<file path="src/rtl/pattern_scan_pkg.sv">
// Shared types for the "1101" scan controller and its bit-serial detector.
// Pure declarations; no timing or flow-control behaviour of its own.
package pattern_scan_pkg;

  typedef enum logic [1:0] {
    IDLE,
    SHIFT,
    DRAIN,
    DONE
  } ctrl_state_t;

  typedef enum logic [2:0] {
    S0,
    S1,
    S11,
    S110,
    S1101
  } det_state_t;

  localparam logic [3:0] PATTERN = 4'b1101;

  // States are named by the longest suffix of the input that is still a pattern prefix.
  function automatic det_state_t det_next(input det_state_t cur, input logic bit_i);
    case (cur)
      S0:      return bit_i ? S1    : S0;
      S1:      return bit_i ? S11   : S0;
      S11:     return bit_i ? S11   : S110;
      S110:    return bit_i ? S1101 : S0;
      S1101:   return bit_i ? S11   : S0;
      default: return S0;
    endcase
  endfunction

endpackage

</file>
<file path="src/rtl/pattern_scan_ctrl_if.sv">
// Word-in / count-out handshake bundle between producer, scan controller and consumer.
// Both directions are valid/ready; abort rides alongside the input side.
interface pattern_scan_ctrl_if #(
  parameter int WIDTH = 16
);
  localparam int CNT_W = $clog2(WIDTH + 1);

  logic             in_valid;
  logic             in_ready;
  logic [WIDTH-1:0] in_data;
  logic             abort;
  logic             out_valid;
  logic             out_ready;
  logic [CNT_W-1:0] match_cnt;
  logic             match_any;

  modport master (
    output in_valid, in_data, abort, out_ready,
    input  in_ready, out_valid, match_cnt, match_any
  );

  modport slave (
    input  in_valid, in_data, abort, out_ready,
    output in_ready, out_valid, match_cnt, match_any
  );

endinterface

</file>
<file path="src/rtl/seq_detect_1101.sv">
// Moore "1101" detector, overlapping matches; det_o follows the matching bit by one cycle.
// Advances only while det_en is high; det_clr forces S0 and wins over det_i.
module seq_detect_1101
  import pattern_scan_pkg::*;
(
  input  logic clk,
  input  logic rst,
  input  logic det_clr,
  input  logic det_en,
  input  logic det_i,
  output logic det_o
);

  det_state_t state;

  always_ff @(posedge clk) begin
    if (rst) begin
      state <= S0;
      det_o <= 1'b0;
    end else if (det_clr) begin
      state <= S0;
      det_o <= 1'b0;
    end else if (det_en) begin
      state <= det_next(state, det_i);
      det_o <= (det_next(state, det_i) == S1101);
    end
  end

endmodule

</file>
<file path="src/rtl/pattern_scan_ctrl.sv">
// Accepts a word, scans it MSB-first through the 1101 detector, returns the match count.
// Result valid WIDTH+2 cycles after accept; DONE holds the result until out_ready, in_ready low meanwhile.
module pattern_scan_ctrl
  import pattern_scan_pkg::*;
#(
  parameter int WIDTH = 16
) (
  input  logic                clk,
  input  logic                rst,
  pattern_scan_ctrl_if.slave  bus
);

  localparam int CNT_W = $clog2(WIDTH + 1);
  localparam logic [CNT_W-1:0] LAST_BIT = CNT_W'(WIDTH - 1);

  ctrl_state_t      state;
  logic [WIDTH-1:0] shreg;
  logic [CNT_W-1:0] bitcnt;
  logic [CNT_W-1:0] match_cnt;
  logic             in_ready_q;
  logic             out_valid_q;

  logic accept;
  logic det_clr;
  logic det_en;
  logic det_i;
  logic det_o;

  // Clearing on the accept edge itself leaves the detector in S0 for the first SHIFT bit.
  assign accept  = bus.in_valid && in_ready_q;
  assign det_clr = accept;
  assign det_en  = (state == SHIFT);
  assign det_i   = shreg[WIDTH-1];

  seq_detect_1101 u_det (
    .clk     (clk),
    .rst     (rst),
    .det_clr (det_clr),
    .det_en  (det_en),
    .det_i   (det_i),
    .det_o   (det_o)
  );

  always_ff @(posedge clk) begin
    if (rst) begin
      state       <= IDLE;
      shreg       <= '0;
      bitcnt      <= '0;
      match_cnt   <= '0;
      in_ready_q  <= 1'b1;
      out_valid_q <= 1'b0;
    end else begin
      case (state)
        IDLE: begin
          if (accept) begin
            shreg      <= bus.in_data;
            bitcnt     <= '0;
            match_cnt  <= '0;
            in_ready_q <= 1'b0;
            state      <= SHIFT;
          end
        end
        SHIFT: begin
          if (bus.abort) begin
            match_cnt  <= '0;
            in_ready_q <= 1'b1;
            state      <= IDLE;
          end else begin
            shreg  <= {shreg[WIDTH-2:0], 1'b0};
            bitcnt <= bitcnt + CNT_W'(1);
            if (det_o) match_cnt <= match_cnt + CNT_W'(1);
            if (bitcnt == LAST_BIT) state <= DRAIN;
          end
        end
        // One extra cycle to see the detector's response to the final bit.
        DRAIN: begin
          if (bus.abort) begin
            match_cnt  <= '0;
            in_ready_q <= 1'b1;
            state      <= IDLE;
          end else begin
            if (det_o) match_cnt <= match_cnt + CNT_W'(1);
            out_valid_q <= 1'b1;
            state       <= DONE;
          end
        end
        DONE: begin
          if (bus.out_ready) begin
            out_valid_q <= 1'b0;
            in_ready_q  <= 1'b1;
            state       <= IDLE;
          end
        end
        default: begin
          state       <= IDLE;
          in_ready_q  <= 1'b1;
          out_valid_q <= 1'b0;
        end
      endcase
    end
  end

  assign bus.in_ready  = in_ready_q;
  assign bus.out_valid = out_valid_q;
  assign bus.match_cnt = match_cnt;
  assign bus.match_any = (match_cnt != '0);

endmodule

</file>
<file path="src/flat_wrapper.sv">
// flat-port wrapper written by rule: the top's interface ports become plain ports
module pattern_scan_ctrl_flat import pattern_scan_pkg::*;
#(
  parameter int WIDTH = 16
)
  (clk, rst, bus_in_valid, bus_in_data, bus_abort, bus_out_ready, bus_in_ready, bus_out_valid, bus_match_cnt, bus_match_any);
  pattern_scan_ctrl_if #(.WIDTH(WIDTH)) bus_i ();
  input  logic clk;
  input  logic rst;
  input wire logic [$bits(bus_i.in_valid)-1:0] bus_in_valid;
  input wire logic [$bits(bus_i.in_data)-1:0] bus_in_data;
  input wire logic [$bits(bus_i.abort)-1:0] bus_abort;
  input wire logic [$bits(bus_i.out_ready)-1:0] bus_out_ready;
  output wire logic [$bits(bus_i.in_ready)-1:0] bus_in_ready;
  output wire logic [$bits(bus_i.out_valid)-1:0] bus_out_valid;
  output wire logic [$bits(bus_i.match_cnt)-1:0] bus_match_cnt;
  output wire logic [$bits(bus_i.match_any)-1:0] bus_match_any;
  assign bus_i.in_valid = bus_in_valid;
  assign bus_i.in_data = bus_in_data;
  assign bus_i.abort = bus_abort;
  assign bus_i.out_ready = bus_out_ready;
  assign bus_in_ready = bus_i.in_ready;
  assign bus_out_valid = bus_i.out_valid;
  assign bus_match_cnt = bus_i.match_cnt;
  assign bus_match_any = bus_i.match_any;
  pattern_scan_ctrl #(.WIDTH(WIDTH)) u_core (.clk(clk), .rst(rst), .bus(bus_i));
endmodule
</file>
<file path="config.mk">
export PLATFORM = sky130hd
export DESIGN_NAME = pattern_scan_ctrl_flat
export DESIGN_NICKNAME = d
export VERILOG_FILES = /design/src/rtl/pattern_scan_pkg.sv /design/src/rtl/pattern_scan_ctrl_if.sv /design/src/rtl/seq_detect_1101.sv /design/src/rtl/pattern_scan_ctrl.sv /design/src/flat_wrapper.sv
export SDC_FILE = /design/constraint.sdc
export NUM_CORES = 1
export LEC_CHECK = 0
export CORE_ASPECT_RATIO = 0.9
export CORE_MARGIN = 1.5
export CORE_UTILIZATION = 45
export CTS_CLUSTER_DIAMETER = 40
export DETAILED_ROUTE_END_ITERATION = 12
export PLACE_DENSITY_LB_ADDON = 0.2
export REMOVE_ABC_BUFFERS = 1
export SLEW_MARGIN = 20
export SYNTH_ARGS = -nofsm -noshare
export SYNTH_HDL_FRONTEND = slang
export SYNTH_SLANG_ARGS = --single-unit
</file>
<file path="constraint.sdc">
create_clock -name clk -period 1.95 [get_ports clk]
set_input_delay 0.2925 -clock clk [delete_from_list [all_inputs] [get_ports clk]]
set_output_delay 0.2925 -clock clk [all_outputs]
set_load 0.005 [all_outputs]
</file>
# Yosys cells after proc, flatten, opt, wreduce, memory -nomap -nowiden
# Cells that the tools add are included.
# totals
ff_bits,34
output_inout_bits,8
# classes
n_addsub,2
n_eq_ne,16
muxes,30
reduce_logical,15
# ops
cell,n
16-bit two-way mux,2
16-bit case mux with 2 select lines,1
5-bit two-way mux,4
5-bit case mux with 2 select lines,2
3-bit AND reduction,5
2-bit two-way mux,6
3-bit two-way mux,4
3-bit case mux with 4 select lines,1
5-bit by 1-bit adder with 5-bit output (second input constant),2
2-bit case mux with 4 select lines,1
1-bit two-way mux,7
3-bit by 2-bit equality test with 1-bit output (second input constant),2
3-bit equality test (second input constant),2
2-bit != test (second input constant),3
2-bit nonzero test,3
2-bit OR reduction,3
5-bit by 4-bit equality test with 1-bit output (second input constant),1
5-bit nonzero test,1
2-bit equality test (second input constant),2
2-bit by 1-bit != test with 1-bit output (second input constant),2
3-bit by 1-bit equality test with 1-bit output (second input constant),1
3-bit zero test,1
3-bit by 1-bit != test with 1-bit output (second input constant),1
3-bit != test (second input constant),1
other kinds (5),5

# Logic depth before layout (Yosys ltp)
# Gate-level depths: netlist of the first run.
# depth
depth_word,7
ltp_mapped,7
mapped_depth_nobuf,6

# Hierarchy
# From an unflattened synthesis of the first run, not the netlist that was laid out.
# hier_totals
hier_cells,205
area_unflattened_um2,1904.3
# modules_own_cells
module,n_inst,cells_each,area_each_um2,seq_area_each_um2
pattern_scan_ctrl,1,181,1696.6,600.6
seq_detect_1101,1,24,207.7,80.1

# Worst setup path before layout of the first run
# Ideal clock, no wire load.
# synth_path
kind,reg-to-reg
from,register u_core.state[0]
to,register u_core.shreg[10]
arrival_time_ns,1.435
slack_ns,0.376
path_stages_with_launch,8
n_path_buf,2
period_less_slack_ns,1.574
path_cell_list,dfxtp_1 -> inv_1 -> ha_1 -> or2_1 -> buf_2 -> buf_2 -> a31oi_1 -> a211oi_2
# synth_between
elab_chain_cells,3
# synth_lines
item,line_no,rtl
start: declaration,pattern_scan_ctrl.sv:16,ctrl_state_t state;
start signal: assignment,pattern_scan_ctrl.sv:46,state <= IDLE;
start signal: assignment,pattern_scan_ctrl.sv:60,state <= SHIFT;
start signal: assignment,pattern_scan_ctrl.sv:67,state <= IDLE;
2-bit by 1-bit equality test with 1-bit output / 2-bit zero test (equally long branches),pattern_scan_ctrl.sv:53,case (state)
2-bit != test (no source line) (tied with other cells),-,
3-bit AND reduction (no source line),-,
end signal: assignment,pattern_scan_ctrl.sv:56,shreg <= bus.in_data;
end signal: assignment,pattern_scan_ctrl.sv:69,"shreg <= {shreg[WIDTH-2:0], 1'b0};"
end: declaration,pattern_scan_ctrl.sv:17,logic [WIDTH-1:0] shreg;
# Parallel ways exist; a longest one is shown, timed or not.
# A chain may end at the register's enable or synchronous reset.

# Final worst setup path of the first run
# layout_path
from,"register u_core.match_cnt[1], in the netlist u_core.bus.match_cnt[1]"
to,output bus_match_any
# layout_between
elab_chain_cells,1
# layout_lines
item,line_no,rtl
start: declaration,pattern_scan_ctrl.sv:19,logic [CNT_W-1:0] match_cnt;
start signal: assignment,pattern_scan_ctrl.sv:71,if (det_o) match_cnt <= match_cnt + CNT_W'(1);
start signal: assignment,pattern_scan_ctrl.sv:82,if (det_o) match_cnt <= match_cnt + CNT_W'(1);
5-bit nonzero test,pattern_scan_ctrl.sv:106,assign bus.match_any = (match_cnt != '0);
end: declaration,flat_wrapper.sv:17,output wire logic [$bits(bus_i.match_any)-1:0] bus_match_any;
# No other way between the ends.

==> results of run 1 <==
-- cell usage after synthesis, types with 3 or more instances --
library cell,number,share of area [%]
buf_2,6,1.5
a211oi_1,9,3.4
or3_1,4,1.3
nand3b_1,4,1.5
a211oi_2,11,7.0
a31oi_1,15,4.7
a21oi_1,9,2.3
nand2b_1,5,1.6
nand4b_1,4,1.8
o31ai_1,4,1.5
clkbuf_1,3,0.57
dfxtp_1,34,34
o21ai_0,3,0.76
mux2i_1,20,10
nand4_1,6,1.9
nor2b_1,3,0.95
inv_1,11,2.1
ha_1,10,6.3
nor2_1,4,0.76
o32ai_1,5,2.2
nand2_1,3,0.57
-- state kept, by name, summed over array words and instances (netlist names) --
name / cells
u_core.bitcnt: 5
u_core.bus.in_ready: 1
u_core.shreg: 16
u_core.state: 2
u_core.u_det.state: 3
u_core.bus.match_cnt: 5
u_core.u_det.det_o: 1
u_core.bus.out_valid: 1
-- logic make-up after synthesis --
group | Yosys count | share of synthesized area (%)
simple gates | 48 | 16.6
flops | 34 | 34.4
fa+ha+maj | 10 | 6.33
buf+inv | 26 | 7.02
xor+xnor | 2 | 0.886
mux | 20 | 10.1
compound gates | 61 | 24.6
-- per-layer routing --
metal / up-vias / routed length [um] / share of wire (%) / GRT usage [%]
met5: - / 0 / 0 / 0
met4: 0 / 14 / 0.32 / 4.72
met3: 4 / 177 / 4.1 / 4.57
met2: 40 / 2150 / 49 / 33.3
met1: 806 / 2020 / 46 / 24.3
li1: 832 / - / - / -
-- repair_timing --
item,CTS,global route
pin swaps,1,0
setup buffers,2,0
endpoints found under the setup margin,3,6
resized for setup,0,3
-- metrics by stage --
stage          power (W)  hold slack [ns]  cells  utilization, %
2_1_floorplan    0.00181            0.357    186               -
3_3_place_gp     0.00212            0.450    289            56.5
3_5_place_dp     0.00218            0.459    289            56.5
4_1_cts          0.00270            0.472    298            58.7
5_1_grt          0.00287            0.480    298            58.8
6_report         0.00270            0.467    298            58.8
-- where the power goes --
part           switching, W  total [W]  internal (W)
logic              0.000685    0.00128      0.000590
registers         0.0000946   0.000931      0.000837
clock network      0.000253   0.000492      0.000240
-- critical path: cells and delay by family, from the launching register on --
kind | cells | cell delay [ns]
buf+inv | 2 | 0.58
flops | 1 | 0.38
fa+ha+maj | 1 | 0.20
simple gates | 1 | 0.09
-- area by class of cell --
cell class / instances / share of cell area, %
multi-input combinational: 141 / 47.4
clock buffer: 5 / 2.81
clock inverter: 2 / 0.409
inverter: 11 / 1.69
sequential: 34 / 27.9
timing repair buffer: 45 / 16.7
tap: 60 / 3.07
-- path summary, 6_finish.rpt --
kind,from,end,slack [ns],cells past startpoint
max reg2reg,u_core.state[1],u_core.bitcnt[3],0.19,6
min,u_core.bus.out_valid,u_core.bus.out_valid,0.47,2
min reg2reg,u_core.bus.out_valid,u_core.bus.out_valid,0.47,2
max,u_core.bus.match_cnt[1],bus_match_any,0.11,4
==> metrics.md, run 1 <==
| Metric | Value |
|---|---|
| Status | `finished clean` |
| Critical path type | `flop to primary output` |
| First-pass GRT wire length | `7.34 mm` |
| Clk slew on worst S/H paths | `0.07 ns` |
| Placed inst area | `2350 um^2` |
| Most common cell after layout, fill and taps aside | `dfxtp_1` |
| H-tree depth | `2` |
| DRC viols | `0` |
| P_leak | `0.907 nW` |
| Async SR Flop Fraction | `0%` |
| Synth cell types | `42` |
| EDFF count, synth | `0` |
| Seq/Total Area, Yosys | `34.4%` |
| Core area | `4160 um^2` |
| Die area | `4800 um^2` |
| Startpoint types | `flop` |
| CP endpoint kind | `primary output` |
| Clock Skew | `0.00751 ns` |
| Routability Congestion | `0.794` |
| Gate Count Post-Synth | `201` |
| Die W | `72.9 um` |
| Routed Antenna Nets | `0` |
| Clock buffers created by TritonCTS | `5` |
| Worst skew pair latency | `0.28 ns` |
| Hold_buf cts | `0` |
| Final Cell Area | `2440 um^2` |
| Antenna diodes | `0` |
| Root Buffer | `clkbuf_8` |
| CP arrival | `1.55 ns` |
| Unrepaired setup endpoints after global routing | `no` |
| Via count | `1,682` |
| Synth warn | `0` |
| Largest net degree at the start of global routing | `20` |
| Setup TNS | `0 ns` |
| Vias in the first global route | `1,697` |
| Setup WS pre-CTS | `-0.0235 ns` |
| Filler cells | `365` |
| HPWL Detailed | `3.15 mm` |
| Final setup violation count | `0` |
| Initial antenna violation count | `0` |
| Final nets | `269` |
| F_max | `544 MHz` |
| WP data required | `1.66 ns` |
| Register area | `682 um^2` |
| Drt wl/cell | `14.6 um` |
| Most common flop cell mapped by yosys | `dfxtp_1` |
| Post-synthesis cell area | `1980 um^2` |
| Relative slew margins | `54.1%` |
| Final Max Tran Viols | `0` |
| Pwr/cell area | `1100 nW/um^2` |
| Crit-path cells | `inv_1, ha_1, nand4_1, clkdlybuf4s50_1` |
| CTS Buffer Depth | `2` |
| Detailed-route wire length | `4.36 mm` |
| Worst vdd ir | `619 uV` |
| Overall routing resource usage | `19.3%` |
| Area Growth Syn to Fin | `23.7%` |
| Most frequent cells in the layout | `33 x dfxtp_1, 28 x clkdlybuf4s50_1, 20 x mux2i_1` |
| Min-Delay Path Class | `flop to flop` |
| Area of the multi-input gates | `1160 um^2` |
| PortBufs | `28` |
| Final worst-path cycle share | `94.2%` |
| FP Rows | `22` |
| Gr ovfl total | `0` |
| Share of layout cells above drive strength 1 | `20.2%` |
| Via/cell ratio | `5.64` |
| Initial Util | `47.6%` |
| Final worst setup slack | `0.112 ns` |
| Max-Cap Viols | `0` |
| IO Pins | `29` |
| Syn avg cell area | `9.84 um^2` |
| TritonCTS clock tree | `yes` |
| Register bit total from synthesis | `34` |
| Hold Vio Cnt, Final | `0` |
| CTS sink cnt | `34` |
| Die H | `65.9 um` |
| Starting DRC count in detailed routing | `117` |
| 1st-pass router iterations | `4` |
| Crit Path Max Fanout | `4` |
| Max stage delay on crit path | `0.50 ns` |
| CP max stage cell | `clkdlybuf4s50_1` |
| Slew @ Worst Pin | `0.687 ns` |
| Fin crit period | `1.84 ns` |
(Power assumes the default switching activity.)
==> run 2: changes to the inputs <==
Settings changed: SLEW_MARGIN 20 to 30.
==> results of run 2 <==
The final DEF is identical to that of run 1; final timing and power are the same.
